## config.mk

```make
export PLATFORM = sky130hd
export DESIGN_NAME = pipeline_hazard_ctrl_flat
export DESIGN_NICKNAME = d
export VERILOG_FILES = /design/src/rtl/pipeline_hazard_ctrl_if.sv /design/src/rtl/pipeline_hazard_ctrl.sv /design/src/flat_wrapper.sv
export SDC_FILE = /design/constraint.sdc
export NUM_CORES = 1
export LEC_CHECK = 0
export CELL_PAD_IN_SITES_DETAIL_PLACEMENT = 0
export CELL_PAD_IN_SITES_GLOBAL_PLACEMENT = 1
export CORE_UTILIZATION = 29
export DETAILED_ROUTE_END_ITERATION = 16
export PLACE_DENSITY_LB_ADDON = 0.1
export REMOVE_ABC_BUFFERS = 1
export SYNTH_ARGS = -nofsm -noshare
export SYNTH_HDL_FRONTEND = slang
export SYNTH_SLANG_ARGS = --single-unit
```

## constraint.sdc

```tcl
create_clock -name clk -period 2 [get_ports clk]
set_input_delay 0.4 -clock clk [delete_from_list [all_inputs] [get_ports clk]]
set_output_delay 0.4 -clock clk [all_outputs]
set_load 0.005 [all_outputs]
```

## src/rtl/pipeline_hazard_ctrl_if.sv

```systemverilog
// Hazard-controller bus: decode/execute/memory hazard inputs toward the controller,
// pipeline-register enables, flushes, forwarding selects and status back.
interface pipeline_hazard_ctrl_if #(
  parameter int REG_ADDR = 5,
  parameter int CNT_W    = 16
);
  logic [REG_ADDR-1:0] id_rs1, id_rs2, ex_rd, mem_rd;
  logic                id_use_rs1, id_use_rs2;
  logic                ex_reg_write, ex_mem_read, mem_reg_write;
  logic                ex_branch_taken, mem_req, dmem_ready;
  logic                pc_en, if_id_en, id_ex_en, ex_mem_en, mem_wb_en;
  logic                if_id_flush, id_ex_flush, mem_wb_flush;
  logic [1:0]          fwd_a, fwd_b;
  logic                mem_timeout_err;
  logic [CNT_W-1:0]    stall_cnt;

  modport master (
    output id_rs1, id_rs2, id_use_rs1, id_use_rs2, ex_rd, ex_reg_write, ex_mem_read,
           mem_rd, mem_reg_write, ex_branch_taken, mem_req, dmem_ready,
    input  pc_en, if_id_en, id_ex_en, ex_mem_en, mem_wb_en,
           if_id_flush, id_ex_flush, mem_wb_flush, fwd_a, fwd_b, mem_timeout_err, stall_cnt
  );

  modport slave (
    input  id_rs1, id_rs2, id_use_rs1, id_use_rs2, ex_rd, ex_reg_write, ex_mem_read,
           mem_rd, mem_reg_write, ex_branch_taken, mem_req, dmem_ready,
    output pc_en, if_id_en, id_ex_en, ex_mem_en, mem_wb_en,
           if_id_flush, id_ex_flush, mem_wb_flush, fwd_a, fwd_b, mem_timeout_err, stall_cnt
  );
endinterface

```

## src/rtl/pipeline_hazard_ctrl.sv

```systemverilog
// Stall/flush/forward controller for the 5-stage pipeline with data-memory wait FSM.
// Define HAZARD_FWD_EN to compile in operand forwarding (stall only on load-use).
module pipeline_hazard_ctrl #(
  parameter int REG_ADDR    = 5,
  parameter int MEM_TIMEOUT = 15,
  parameter int CNT_W       = 16
) (
  input logic                   clk,
  input logic                   rst,
  pipeline_hazard_ctrl_if.slave hz
);
  localparam int WW = (MEM_TIMEOUT < 1) ? 1 : $clog2(MEM_TIMEOUT + 1);

  typedef enum logic [1:0] {RUN, MEM_WAIT, ERR} state_t;

  state_t           state, state_d;
  logic [WW-1:0]    wcnt, wcnt_d, wcnt_nx;
  logic             err_q;
  logic [CNT_W-1:0] cnt_q;

  logic ex_hit_a, ex_hit_b, mem_hit_a, mem_hit_b, hazard;
  logic [1:0] fa, fb;
  logic pc_en, if_id_en, id_ex_en, ex_mem_en, mem_wb_en;
  logic if_id_fl, id_ex_fl, mem_wb_fl;
  logic apply_pipe, freeze;

  always_comb begin
    ex_hit_a  = hz.id_use_rs1 && (hz.id_rs1 != '0) && hz.ex_reg_write  && (hz.ex_rd  == hz.id_rs1);
    ex_hit_b  = hz.id_use_rs2 && (hz.id_rs2 != '0) && hz.ex_reg_write  && (hz.ex_rd  == hz.id_rs2);
    mem_hit_a = hz.id_use_rs1 && (hz.id_rs1 != '0) && hz.mem_reg_write && (hz.mem_rd == hz.id_rs1);
    mem_hit_b = hz.id_use_rs2 && (hz.id_rs2 != '0) && hz.mem_reg_write && (hz.mem_rd == hz.id_rs2);
`ifdef HAZARD_FWD_EN
    hazard = (ex_hit_a || ex_hit_b) && hz.ex_mem_read;
    fa     = ex_hit_a ? 2'b10 : (mem_hit_a ? 2'b01 : 2'b00);
    fb     = ex_hit_b ? 2'b10 : (mem_hit_b ? 2'b01 : 2'b00);
`else
    // Without forwarding any in-flight producer must drain; WB writes early in the cycle.
    hazard = ex_hit_a || ex_hit_b || mem_hit_a || mem_hit_b;
    fa     = 2'b00;
    fb     = 2'b00;
`endif
  end

  assign wcnt_nx = wcnt + 1'b1;

  always_comb begin
    state_d    = state;
    wcnt_d     = wcnt;
    apply_pipe = 1'b0;
    freeze     = 1'b0;
    pc_en      = 1'b1;
    if_id_en   = 1'b1;
    id_ex_en   = 1'b1;
    ex_mem_en  = 1'b1;
    mem_wb_en  = 1'b1;
    if_id_fl   = 1'b0;
    id_ex_fl   = 1'b0;
    mem_wb_fl  = 1'b0;
    case (state)
      RUN: begin
        if (hz.mem_req && !hz.dmem_ready) begin
          freeze  = 1'b1;
          wcnt_d  = WW'(1);
          state_d = (MEM_TIMEOUT <= 1) ? ERR : MEM_WAIT;
        end else begin
          apply_pipe = 1'b1;
        end
      end
      MEM_WAIT: begin
        if (hz.dmem_ready) begin
          apply_pipe = 1'b1;
          wcnt_d     = '0;
          state_d    = RUN;
        end else begin
          freeze = 1'b1;
          wcnt_d = wcnt_nx;
          if (wcnt_nx == WW'(MEM_TIMEOUT)) state_d = ERR;
        end
      end
      default: begin
        pc_en     = 1'b0;
        if_id_en  = 1'b0;
        id_ex_en  = 1'b0;
        ex_mem_en = 1'b0;
        mem_wb_en = 1'b0;
      end
    endcase
    // A taken branch squashes the younger instructions, so it outranks the hazard stall.
    if (apply_pipe) begin
      if (hz.ex_branch_taken) begin
        if_id_fl = 1'b1;
        id_ex_fl = 1'b1;
      end else if (hazard) begin
        pc_en    = 1'b0;
        if_id_en = 1'b0;
        id_ex_fl = 1'b1;
      end
    end
    if (freeze) begin
      pc_en     = 1'b0;
      if_id_en  = 1'b0;
      id_ex_en  = 1'b0;
      ex_mem_en = 1'b0;
      mem_wb_fl = 1'b1;
    end
  end

  always_ff @(posedge clk) begin
    if (!rst) begin
      state <= RUN;
      wcnt  <= '0;
      err_q <= 1'b0;
      cnt_q <= '0;
    end else begin
      state <= state_d;
      wcnt  <= wcnt_d;
      if (state_d == ERR) err_q <= 1'b1;
      if (state != ERR && !pc_en && cnt_q != '1) cnt_q <= cnt_q + 1'b1;
    end
  end

  always_comb begin
    hz.pc_en           = rst && pc_en;
    hz.if_id_en        = rst && if_id_en;
    hz.id_ex_en        = rst && id_ex_en;
    hz.ex_mem_en       = rst && ex_mem_en;
    hz.mem_wb_en       = rst && mem_wb_en;
    hz.if_id_flush     = !rst || if_id_fl;
    hz.id_ex_flush     = !rst || id_ex_fl;
    hz.mem_wb_flush    = !rst || mem_wb_fl;
    hz.fwd_a           = rst ? fa : 2'b00;
    hz.fwd_b           = rst ? fb : 2'b00;
    hz.mem_timeout_err = err_q;
    hz.stall_cnt       = cnt_q;
  end
endmodule

```

## src/flat_wrapper.sv

```systemverilog
// flat-port wrapper written by rule: the top's interface ports become plain ports
module pipeline_hazard_ctrl_flat 
#(
  parameter int REG_ADDR    = 5,
  parameter int MEM_TIMEOUT = 15,
  parameter int CNT_W       = 16
)
  (clk, rst, hz_id_rs1, hz_id_rs2, hz_id_use_rs1, hz_id_use_rs2, hz_ex_rd, hz_ex_reg_write, hz_ex_mem_read, hz_mem_rd, hz_mem_reg_write, hz_ex_branch_taken, hz_mem_req, hz_dmem_ready, hz_pc_en, hz_if_id_en, hz_id_ex_en, hz_ex_mem_en, hz_mem_wb_en, hz_if_id_flush, hz_id_ex_flush, hz_mem_wb_flush, hz_fwd_a, hz_fwd_b, hz_mem_timeout_err, hz_stall_cnt);
  pipeline_hazard_ctrl_if #(.REG_ADDR(REG_ADDR), .CNT_W(CNT_W)) hz_i ();
  input logic clk;
  input logic rst;
  input wire logic [$bits(hz_i.id_rs1)-1:0] hz_id_rs1;
  input wire logic [$bits(hz_i.id_rs2)-1:0] hz_id_rs2;
  input wire logic [$bits(hz_i.id_use_rs1)-1:0] hz_id_use_rs1;
  input wire logic [$bits(hz_i.id_use_rs2)-1:0] hz_id_use_rs2;
  input wire logic [$bits(hz_i.ex_rd)-1:0] hz_ex_rd;
  input wire logic [$bits(hz_i.ex_reg_write)-1:0] hz_ex_reg_write;
  input wire logic [$bits(hz_i.ex_mem_read)-1:0] hz_ex_mem_read;
  input wire logic [$bits(hz_i.mem_rd)-1:0] hz_mem_rd;
  input wire logic [$bits(hz_i.mem_reg_write)-1:0] hz_mem_reg_write;
  input wire logic [$bits(hz_i.ex_branch_taken)-1:0] hz_ex_branch_taken;
  input wire logic [$bits(hz_i.mem_req)-1:0] hz_mem_req;
  input wire logic [$bits(hz_i.dmem_ready)-1:0] hz_dmem_ready;
  output wire logic [$bits(hz_i.pc_en)-1:0] hz_pc_en;
  output wire logic [$bits(hz_i.if_id_en)-1:0] hz_if_id_en;
  output wire logic [$bits(hz_i.id_ex_en)-1:0] hz_id_ex_en;
  output wire logic [$bits(hz_i.ex_mem_en)-1:0] hz_ex_mem_en;
  output wire logic [$bits(hz_i.mem_wb_en)-1:0] hz_mem_wb_en;
  output wire logic [$bits(hz_i.if_id_flush)-1:0] hz_if_id_flush;
  output wire logic [$bits(hz_i.id_ex_flush)-1:0] hz_id_ex_flush;
  output wire logic [$bits(hz_i.mem_wb_flush)-1:0] hz_mem_wb_flush;
  output wire logic [$bits(hz_i.fwd_a)-1:0] hz_fwd_a;
  output wire logic [$bits(hz_i.fwd_b)-1:0] hz_fwd_b;
  output wire logic [$bits(hz_i.mem_timeout_err)-1:0] hz_mem_timeout_err;
  output wire logic [$bits(hz_i.stall_cnt)-1:0] hz_stall_cnt;
  assign hz_i.id_rs1 = hz_id_rs1;
  assign hz_i.id_rs2 = hz_id_rs2;
  assign hz_i.id_use_rs1 = hz_id_use_rs1;
  assign hz_i.id_use_rs2 = hz_id_use_rs2;
  assign hz_i.ex_rd = hz_ex_rd;
  assign hz_i.ex_reg_write = hz_ex_reg_write;
  assign hz_i.ex_mem_read = hz_ex_mem_read;
  assign hz_i.mem_rd = hz_mem_rd;
  assign hz_i.mem_reg_write = hz_mem_reg_write;
  assign hz_i.ex_branch_taken = hz_ex_branch_taken;
  assign hz_i.mem_req = hz_mem_req;
  assign hz_i.dmem_ready = hz_dmem_ready;
  assign hz_pc_en = hz_i.pc_en;
  assign hz_if_id_en = hz_i.if_id_en;
  assign hz_id_ex_en = hz_i.id_ex_en;
  assign hz_ex_mem_en = hz_i.ex_mem_en;
  assign hz_mem_wb_en = hz_i.mem_wb_en;
  assign hz_if_id_flush = hz_i.if_id_flush;
  assign hz_id_ex_flush = hz_i.id_ex_flush;
  assign hz_mem_wb_flush = hz_i.mem_wb_flush;
  assign hz_fwd_a = hz_i.fwd_a;
  assign hz_fwd_b = hz_i.fwd_b;
  assign hz_mem_timeout_err = hz_i.mem_timeout_err;
  assign hz_stall_cnt = hz_i.stall_cnt;
  pipeline_hazard_ctrl #(.REG_ADDR(REG_ADDR), .MEM_TIMEOUT(MEM_TIMEOUT), .CNT_W(CNT_W)) u_core (.clk(clk), .rst(rst), .hz(hz_i));
endmodule
```

; After elaboration in Yosys (flattened, before gate mapping)
; Index checks and enable logic that the tools add are counted.
[totals]
regBits = 23
out_inout_bits = 29
word_cells = 72
in_bits = 30
[op_classes]
add_sub_neg = 2
n_eq_ne = 10
muxes = 25
n_reduce_logical = 31
[ops]
columns = operator, n
row1 = 5-bit == test, 4
row2 = 16-bit by 1-bit adder with 16-bit output (second input constant), 1
row3 = 1-bit logical AND, 16
row4 = 1-bit two-way mux, 16
row5 = 16-bit inequality test (second input constant), 1
row6 = 5-bit nonzero test, 2
row7 = 4-bit two-way mux, 2
row8 = 4-bit case mux with 2 select lines, 1
row9 = 1-bit logical OR, 6
row10 = 2-bit two-way mux, 3
row11 = 4-bit by 1-bit adder with 4-bit output (second input constant), 1
row12 = 4-bit == test (second input constant), 1
row13 = 1-bit case mux with 2 select lines, 2
row14 = 2-bit case mux with 2 select lines, 1
row15 = 1-bit logical NOT, 3
row16 = 2-bit by 1-bit == test with 1-bit output (second input constant), 1
row17 = 2-bit == test (second input constant), 1
row18 = 2-bit logical NOT, 1
row19 = 2-bit by 1-bit inequality test with 1-bit output (second input constant), 1
row20 = 2-bit inequality test (second input constant), 1
row21 = 2-bit AND reduction, 1
row22 = 2-bit nonzero test, 1
row23 = 2-bit OR reduction, 1

; Logic depth before layout (Yosys ltp)
; Gate-level depths: netlist of run 1.
[depth]
depth_word = 14
ltp_mapped = 7
depth_no_buf = 6

; Least setup slack after synthesis of run 1
; Ideal clock, no wire load.
[synth_timing]
path_kind = input port to output port
start = input port hz_id_rs2[0]
end = output port hz_pc_en
t_required_ns = 1.600
n_path_buf = 1
setup_slack_ns = 0.008
cell_stages = 5
arrival_ns = 1.592
cell_sequence = or4_1 o21a_1 a22oi_1 o21a_1 buf_4
[synth_via]
elab_chain_cells = 12
elab_cells_between_ends = 16
cone_classes = 2 x eq/ne / 4 x mux / 10 x reduce/logical
[synth_lines]
columns = item, line
row1 = start: declaration, flat_wrapper.sv:13  ; input wire logic [$bits(hz_i.id_rs2)-1:0] hz_id_rs2;
row2 = 5-bit nonzero test, "pipeline_hazard_ctrl.sv:29, pipeline_hazard_ctrl.sv:31"
row3 = 1-bit logical AND, "pipeline_hazard_ctrl.sv:29, pipeline_hazard_ctrl.sv:31"
row4 = 1-bit logical AND (2 in series), pipeline_hazard_ctrl.sv:29  ; ex_hit_b = hz.id_use_rs2 && (hz.id_rs2 != '0) && hz.ex_reg_write && (hz.ex_rd == hz.id_rs2);
row5 = 1-bit logical OR (2 in series), pipeline_hazard_ctrl.sv:38  ; hazard = ex_hit_a || ex_hit_b || mem_hit_a || mem_hit_b;
row6 = 1-bit logical OR (*), pipeline_hazard_ctrl.sv:38
row7 = 1-bit two-way mux (*) (4 in series), -
row8 = 1-bit logical AND (*), -
row9 = end: declaration, flat_wrapper.sv:24  ; output wire logic [$bits(hz_i.pc_en)-1:0] hz_pc_en;
; Mark *: on every way between the ends. The rest lies on a longest branch, timed or not.

; Worst setup path in the final report of run 1
[layout_timing]
start = input port hz_id_rs2[4]
end = output port hz_pc_en
[layout_via]
elab_chain_cells = 12
elab_cells_between_ends = 16
cone_classes = 2 x eq/ne / 4 x mux / 10 x reduce/logical
[layout_lines]
columns = item, line
row1 = 5-bit nonzero test, "pipeline_hazard_ctrl.sv:29, pipeline_hazard_ctrl.sv:31"
row2 = 1-bit logical AND, "pipeline_hazard_ctrl.sv:29, pipeline_hazard_ctrl.sv:31"
row3 = 1-bit logical AND (2 in series), pipeline_hazard_ctrl.sv:29
row4 = 1-bit logical OR (2 in series), pipeline_hazard_ctrl.sv:38
row5 = 1-bit logical OR (*), pipeline_hazard_ctrl.sv:38
row6 = 1-bit two-way mux (*), pipeline_hazard_ctrl.sv:93  ; end else if (hazard) begin
row7 = 1-bit two-way mux (*), pipeline_hazard_ctrl.sv:90  ; if (hz.ex_branch_taken) begin
row8 = 1-bit two-way mux (*), pipeline_hazard_ctrl.sv:89  ; if (apply_pipe) begin
row9 = 1-bit two-way mux (*), pipeline_hazard_ctrl.sv:99  ; if (freeze) begin
row10 = 1-bit logical AND (*), pipeline_hazard_ctrl.sv:123  ; hz.pc_en = rst && pc_en;
; Marked as above.

==> results of run 1 <==
==> stage by stage <==
stage                     power, mW  TNS [ns]
after floorplan               0.588     -2.20
after global placement        0.783    -14.14
after detailed placement      0.782    -14.41
after CTS                      1.13     -2.32
after global routing           1.18     -1.73
final                          1.13    -0.557
==> cells by family after synthesis <==
logic type | Yosys count | share of synthesized area, %
simple gates | 84 | 27.4
compound gates | 41 | 16.8
buf+inv | 24 | 9.37
flops | 23 | 27.6
xor+xnor | 22 | 11.5
mux | 8 | 4.80
fa+ha+maj | 3 | 2.25
other cells | 1 | 0.225
==> final timing paths <==
check / from / to / slack, ns / cells after the start
worst min-delay path: u_core.hz.stall_cnt[14]$_SDFFE_PN0P_ / u_core.hz.stall_cnt[14]$_SDFFE_PN0P_ / 0.49 / 2
worst min register to register: u_core.hz.stall_cnt[14]$_SDFFE_PN0P_ / u_core.hz.stall_cnt[14]$_SDFFE_PN0P_ / 0.49 / 2
worst max register to register: u_core.hz.stall_cnt[4]$_SDFFE_PN0P_ / u_core.hz.stall_cnt[13]$_SDFFE_PN0P_ / 0.09 / 6
worst max-delay path: hz_id_rs2[4] / hz_pc_en / -0.14 / 7
==> layer usage <==
metal	vias up	global-route usage (%)	share of wire, %
met4	0	2.83	0.30
met1	835	24.5	49
li1	927	-	-
met2	46	28.4	46
met5	-	0	0
met3	2	2.82	5.1
==> cell type report <==
| cell class | count | area, um^2 |
|---|---|---|
| timing repair buffer | 107 | 908 |
| tap | 72 | 90.1 |
| inverter | 8 | 30.0 |
| multi-input combinational | 162 | 1350 |
| fill | 560 | 2660 |
| clock buffer | 4 | 45.0 |
| sequential | 23 | 464 |
==> where the power goes <==
part / internal [mW] / total (mW) / switching (mW)
clock: 0.142 / 0.300 / 0.158
sequential: 0.463 / 0.471 / 0.00795
combinational: 0.193 / 0.355 / 0.162
total: 0.798 / 1.13 / 0.328
==> synthesized netlist by cell type (3+ instances only) <==
cell       n  area (um^2)
o21ai_0    7         35.0
nor2_1    11         41.3
inv_1      8         30.0
o31ai_1    4         30.0
buf_4      8         60.1
o21a_1     5         37.5
nand4_1    7         43.8
xnor2_1   21          184
nor3_1     3         15.0
dfxtp_1   23          460
buf_6      4         45.0
nand3_1    9         45.0
nand2b_1   6         37.5
or4_2      3         26.3
mux2i_1    8         80.1
nor4_1     9         56.3
a21oi_1   13         65.1
o22ai_1    3         18.8
nand2_1   21         78.8
or4_1      3         22.5
ha_1       3         37.5
==> worst reg2reg max path, stage by stage, from the launching register on <==
cell,delay [ns]
dfxtp_2,0.35
and4_4,0.24
buf_4,0.13
nand3_1,0.13
or3_4,0.41
or4_1,0.46
a21oi_1,0.12
==> flip-flops by register name (all words and copies together) (netlist names) <==
| signal | count |
|---|---|
| u_core.hz.stall_cnt | 16 |
| u_core.wcnt | 4 |
| u_core.state | 2 |
| u_core.hz.mem_timeout_err | 1 |
==> timing repair <==
item	4_1_cts	5_1_grt
resized for setup	112	45
setup buffers	8	6
setup endpoints to repair	24	22
pin swaps	32	24
cloned	1	0
hold buffers	0	0
==> results summary, run 1 <==
Once the floorplan was initialized, standard cells occupied ~30% of the core. The final critical-path required period is 2.14 ns. On the final layout, the worst hold slack is between 0.4 and 0.5 ns. The placed instances occupy a cell area of ~2500 um^2.

In this run the clock root is driven by a clkbuf_8. The average via count per standard cell is about 4.8. Port buffering added 53 buffers. The TritonCTS clock tree is yes.

Walking the worst path, the cells encountered are buf_6 -> or4_4 -> o21a_1 -> a22oi_2 -> buf_4 -> o21a_1 -> buf_2. Setup repair after global routing could not meet its margin everywhere. The final reports fail on setup timing. The longest clock path from root to sink contains 2 buffers. The detailed router placed 1810 vias in this run. For the worst-skew pair, the clock arrives at the later sink with an insertion delay of roughly 0.27 ns.

The final net count came out at about 340. The worst setup path is launched from a primary input. The wire length of the first global-routing pass is between 8000 and 9000 um. After synthesis the cells add up to between 1500 and 2000 um^2.

The number of antenna violations at the first check in global routing is 0. The remaining global-route overflow is 0. The number of flip-flops and latches in the synthesized netlist is 23. Before CTS, the worst setup slack after placement is -0.839 ns. The number of failing hold endpoints at the final stage is 0. The most common cell after layout, fill and taps aside is buf_4. The combined global-route utilization of all metal layers is 17.5%. The required time reported for the critical path endpoint is ~1.6 ns.

Buffers inserted during clock tree synthesis total 3. In this run the number of H-tree levels came out at 1. The clock-pin slew on the worst setup and hold paths is 0.08 ns. The run finished, with violations left. The floorplan step defined a core boundary enclosing between 5000 and 6000 um^2. The floorplan step defined a die boundary enclosing 6060 um^2. The leakage component of the power is ~1.1 nW. The gate count of the mapped netlist is 206. STA classifies the critical path endpoint as an output port. The signal arrival time at the worst endpoint came out at roughly 1.7 ns. The DRC violation count after routing came out at 0.

In this design, the stage delay of the slowest critical-path cell is 0.51 ns. The number of sinks handled by clock tree synthesis is 23. The number of max-cap violations is 0. During I/O placement, the number of pins put on the boundary was 59. Entering global routing, the biggest net connects 14 pins.

On the critical path, the stage with the largest delay is an instance of or4_4. The end-of-flow core utilization is a little over half. The critical path contains buffers and inverters numbering 3 combined.

The post-synthesis to final-layout area growth came out at 72.7%. Sequential elements use 27.6% of the synthesized area. The total wire length is around 5000 um. The worst hold path belongs to the class register to register. In this run the worst path has a maximum fanout of 2.

The power density over the cells came out at 391 nW/um^2. The post-route non-filler standard cell count came out at approximately 380. In this run the core area contains 27 standard-cell rows. In the layout the commonest cells are buf_4, nand2_1, clkdlybuf4s50_1, dfxtp_1, xnor2_1.

The number of failing setup endpoints in the final timing report is 12. The share of the clock period used by the worst path is 107%. In the synthesized netlist the async set-or-reset flop fraction comes to 0%. Dividing the synthesized area by the synthesized cell count gives between 8 and 9 um^2. The number of warnings reported in the yosys synthesis log came out at 0. The post-route standard cell area excluding fillers is roughly 2900 um^2.

Among all flip-flop cells after synthesis, the most frequent one is dfxtp_1. The first-pass iteration count of the detailed router is 4. The via count of the first global-routing pass is 1790. In the final routed layout, each cell accounts on average for ~13 um. The post-route antenna net violation count is 0. The height of the die is roughly 80 um. The number of enable flip-flop cells after synthesis came out at 0. The number of antenna diodes is 0. The count of distinct cell types in the synthesized netlist is ~40. Routability-driven placement finished with a final weighted congestion of 0.786. The post-placement cell count is 364. Once routing completed, OpenROAD measured the worst setup slack at -0.138 ns. The most numerous cell type found on the critical path is o21a_1. The clock arrives with ~0.0043 ns of skew.

Of the cells placed in the final design, the portion with a size suffix greater than 1 is 41.8%. The worst-case IR drop observed on VDD is ~0.32 mV. The floorplan step set the die width to about 78 um. The detailed router finished its first iteration with 89 violations.

Summed over all nets, the half-perimeter wirelength after detailed placement is around 3700 um. The kind of cell with the highest combined delay on the critical path is simple AND/OR/NAND/NOR gates. The count of pins over their slew limit is 0. The worst setup path is of the primary input to output port kind. The timing-limited maximum frequency came out at 468 MHz.
(Power assumes the default switching activity.)
==> run 2, diff against run 1 <==
- PLACE_DENSITY: not set -> 0.81
- PLACE_DENSITY_LB_ADDON: 0.1 -> not set
- SLEW_MARGIN: not set -> 20
==> run 2 against run 1 <==
- the run still ends with setup timing left
- sequential power fell by 1%
- clock skew shrank 0.0030 ns
- via count up 2.4%
- clock power fell by 1%
- sequential cell count unchanged
- non-clock buffer count grew 1
- cell area is 4.9% lower
- count of clock-buffer cells in the layout is the same
- final cell count up 0.53%
- critical endpoint is now hz_if_id_en
- largest power group unchanged
==> results summary, run 2 (synthesis results as in run 1) <==
The run finished, with violations left. The final reports fail on setup timing. The flip-flop count of the largest register after layout is 16. The count of pins over their slew limit is 0.

The HPWL after detailed placement is 3730 um. The largest fanout of any net on the critical path came out at 2. The via count of the first global-routing pass was about 1800.

Setup violations remaining at the end of the flow were counted as 18. The row count is 27. The weighted congestion reported at the end of routability-driven placement came out at 0.789.

The clock root buffer is clkbuf_8. The area taken by multi-input logic gates is around 1200 um^2. The post-route standard cell area excluding fillers is between 2000 and 3000 um^2. The pre-CTS setup slack came out at -0.862 ns.

The pin count of the biggest net entering global routing is 17. The total wire length is roughly 5100 um. The I/O pin total came out at a little under 60. The power density over the cells is about 400 nW/um^2. From synthesis to final layout, the design area changed by 64.2%. The number of buffers created by CTS is 3. The number of failing hold endpoints at the final stage is 0. The leakage component of the power is roughly 1.1 nW. The number of sinks handled by clock tree synthesis is 23. The routed metal-1 wire length is about 2300 um. The critical path endpoint category is an output port. The effective utilization at floorplan is between 30% and 40%. The worst register-to-register path begins at u_core.hz.stall_cnt[10]$_SDFFE_PN0P_. The startpoint of the tightest hold check path is u_core.hz.stall_cnt[14]$_SDFFE_PN0P_. The number of input and output port buffers inserted came out at between 50 and 60.

The largest clock skew in the final design is 0.00134 ns. The number of hold buffers added after CTS came out at 0. Max-cap violations in this run came to 0. The share of the clock period used by the worst path is 108%. The maximum clock path buffer count is 2. The die covers 6060 um^2. The clock latency of the later-clocked register in the worst-skew pair is around 0.27 ns. The routed length on met2 came out at between 2000 and 2500 um. The most common cell after layout, fill and taps aside is buf_4.

The maximum level of the CTS H-tree is 1. The share of layout cells above drive strength 1 came out at approximately 37%. The TritonCTS clock tree is yes. The biggest cell delay along the critical path is 0.52 ns. Setup repair after global routing could not meet its margin everywhere. The length of routed met3 wiring came out at ~340 um. The first-pass iteration count of the detailed router is 4.

The wire length per cell after detailed routing came out at 13.5 um. Including well taps, the total number of placed cells is roughly 370. The critical path is of the primary input to output port type. Subtracting the final worst setup slack from the clock period gives approximately 2.2 ns. The average via count per standard cell came out at between 4 and 5. The timing-limited maximum frequency is between 400 and 500 MHz.

The required time reported for the critical path endpoint is 1.60 ns. The largest individual stage delay along the critical path comes from the cell or4_4. The worst hold path belongs to the class register to register. The clock-pin slew on the worst setup and hold paths is roughly 0.08 ns. The overall die width is slightly below 80 um.

The final net count is 340. The number of antenna diodes is 0. The violation count after the first detailed-routing iteration is 70. The remaining global-route overflow is 0. The first global-routing pass estimated approximately 8300 um of wire. The via count of the routed design is roughly 1900. STA classifies the critical path startpoint as a primary input. The top cell types in the final layout, fill and taps aside, are buf_4, nand2_1, dfxtp_1, clkdlybuf4s50_1, xnor2_1. The post-route non-filler standard cell count is around 380. The core area is 5540 um^2. The top layer used by detailed routing is met4. Once routing completed, OpenROAD measured the worst setup slack at -0.151 ns. The height of the die is between 70 and 80 um. The most critical setup path has its startpoint at hz_id_rs2[3]. The critical path goes through buf_6 -> or4_4 -> o21a_1 -> a22oi_2 -> o21a_1 -> buf_4 -> buf_6. Data on the critical path arrives at its endpoint at between 1.5 and 2 ns.

The sequential cell area in the final layout is between 400 and 500 um^2. The number of antenna violations at the first check in global routing came to 0. The maximum ir drop on the vdd rail came out at 0.197 mV.

The DRC violation count after routing came out at 0. The post-route antenna net violation count is 0. Global routing used between 10% and 20% of the available tracks. The area after detailed placement is 2530 um^2.

The number of fillers in the final layout came out at roughly 560.
run 2: final cells by class:
type | instances | area share [%]
timing repair buffer | 108 | 32.4
tap | 72 | 3.29
sequential | 23 | 17.0
multi-input combinational | 163 | 44.6
inverter | 8 | 1.10
clock buffer | 4 | 1.64
run 2: path summary, 6_finish.rpt:
kind / to / slack [ns] / cells past startpoint
max: hz_if_id_en / -0.15 / 7
min: u_core.hz.stall_cnt[14]$_SDFFE_PN0P_ / 0.50 / 2
max reg2reg: u_core.hz.stall_cnt[13]$_SDFFE_PN0P_ / 0.07 / 7
min reg2reg: u_core.hz.stall_cnt[14]$_SDFFE_PN0P_ / 0.50 / 2
run 2: report_power, final:
part | leakage, nW | switching (mW) | internal [mW] | total [mW]
Combinational | 0.896 | 0.154 | 0.181 | 0.335
Clock | 0.0228 | 0.153 | 0.143 | 0.296
Sequential | 0.187 | 0.00414 | 0.462 | 0.466
Total | 1.11 | 0.312 | 0.785 | 1.10
run 2: repair_timing:
item,in CTS,in global routing
pin swaps,21,22
gates cloned,3,0
setup endpoints to repair,24,19
resized for setup,91,36
setup buffers,10,1
run 2: layer usage:
layer	track usage (%)	up-vias
met5	0	-
met4	5.28	0
met3	2.59	7
met2	28.1	59
met1	22.5	852
li1	-	935
run 2: stage by stage:
stage	util (%)	power, mW	hold slack, ns	TNS, ns
after detailed placement	45.8	0.780	0.484	-14.70
after floorplan	-	0.588	0.467	-2.20
after global routing	49.5	1.15	0.521	-2.09
final	49.5	1.10	0.499	-0.992
after CTS	48.7	1.10	0.499	-1.42
after global placement	45.8	0.777	0.469	-13.90
run 2: critical path: cells and delay by family:
| kind | cells | cell delay, ns |
|---|---|---|
| and+or+nand+nor | 1 | 0.52 |
| AOI/OAI and AO/OA | 3 | 0.55 |
| buffers and inverters | 3 | 0.28 |
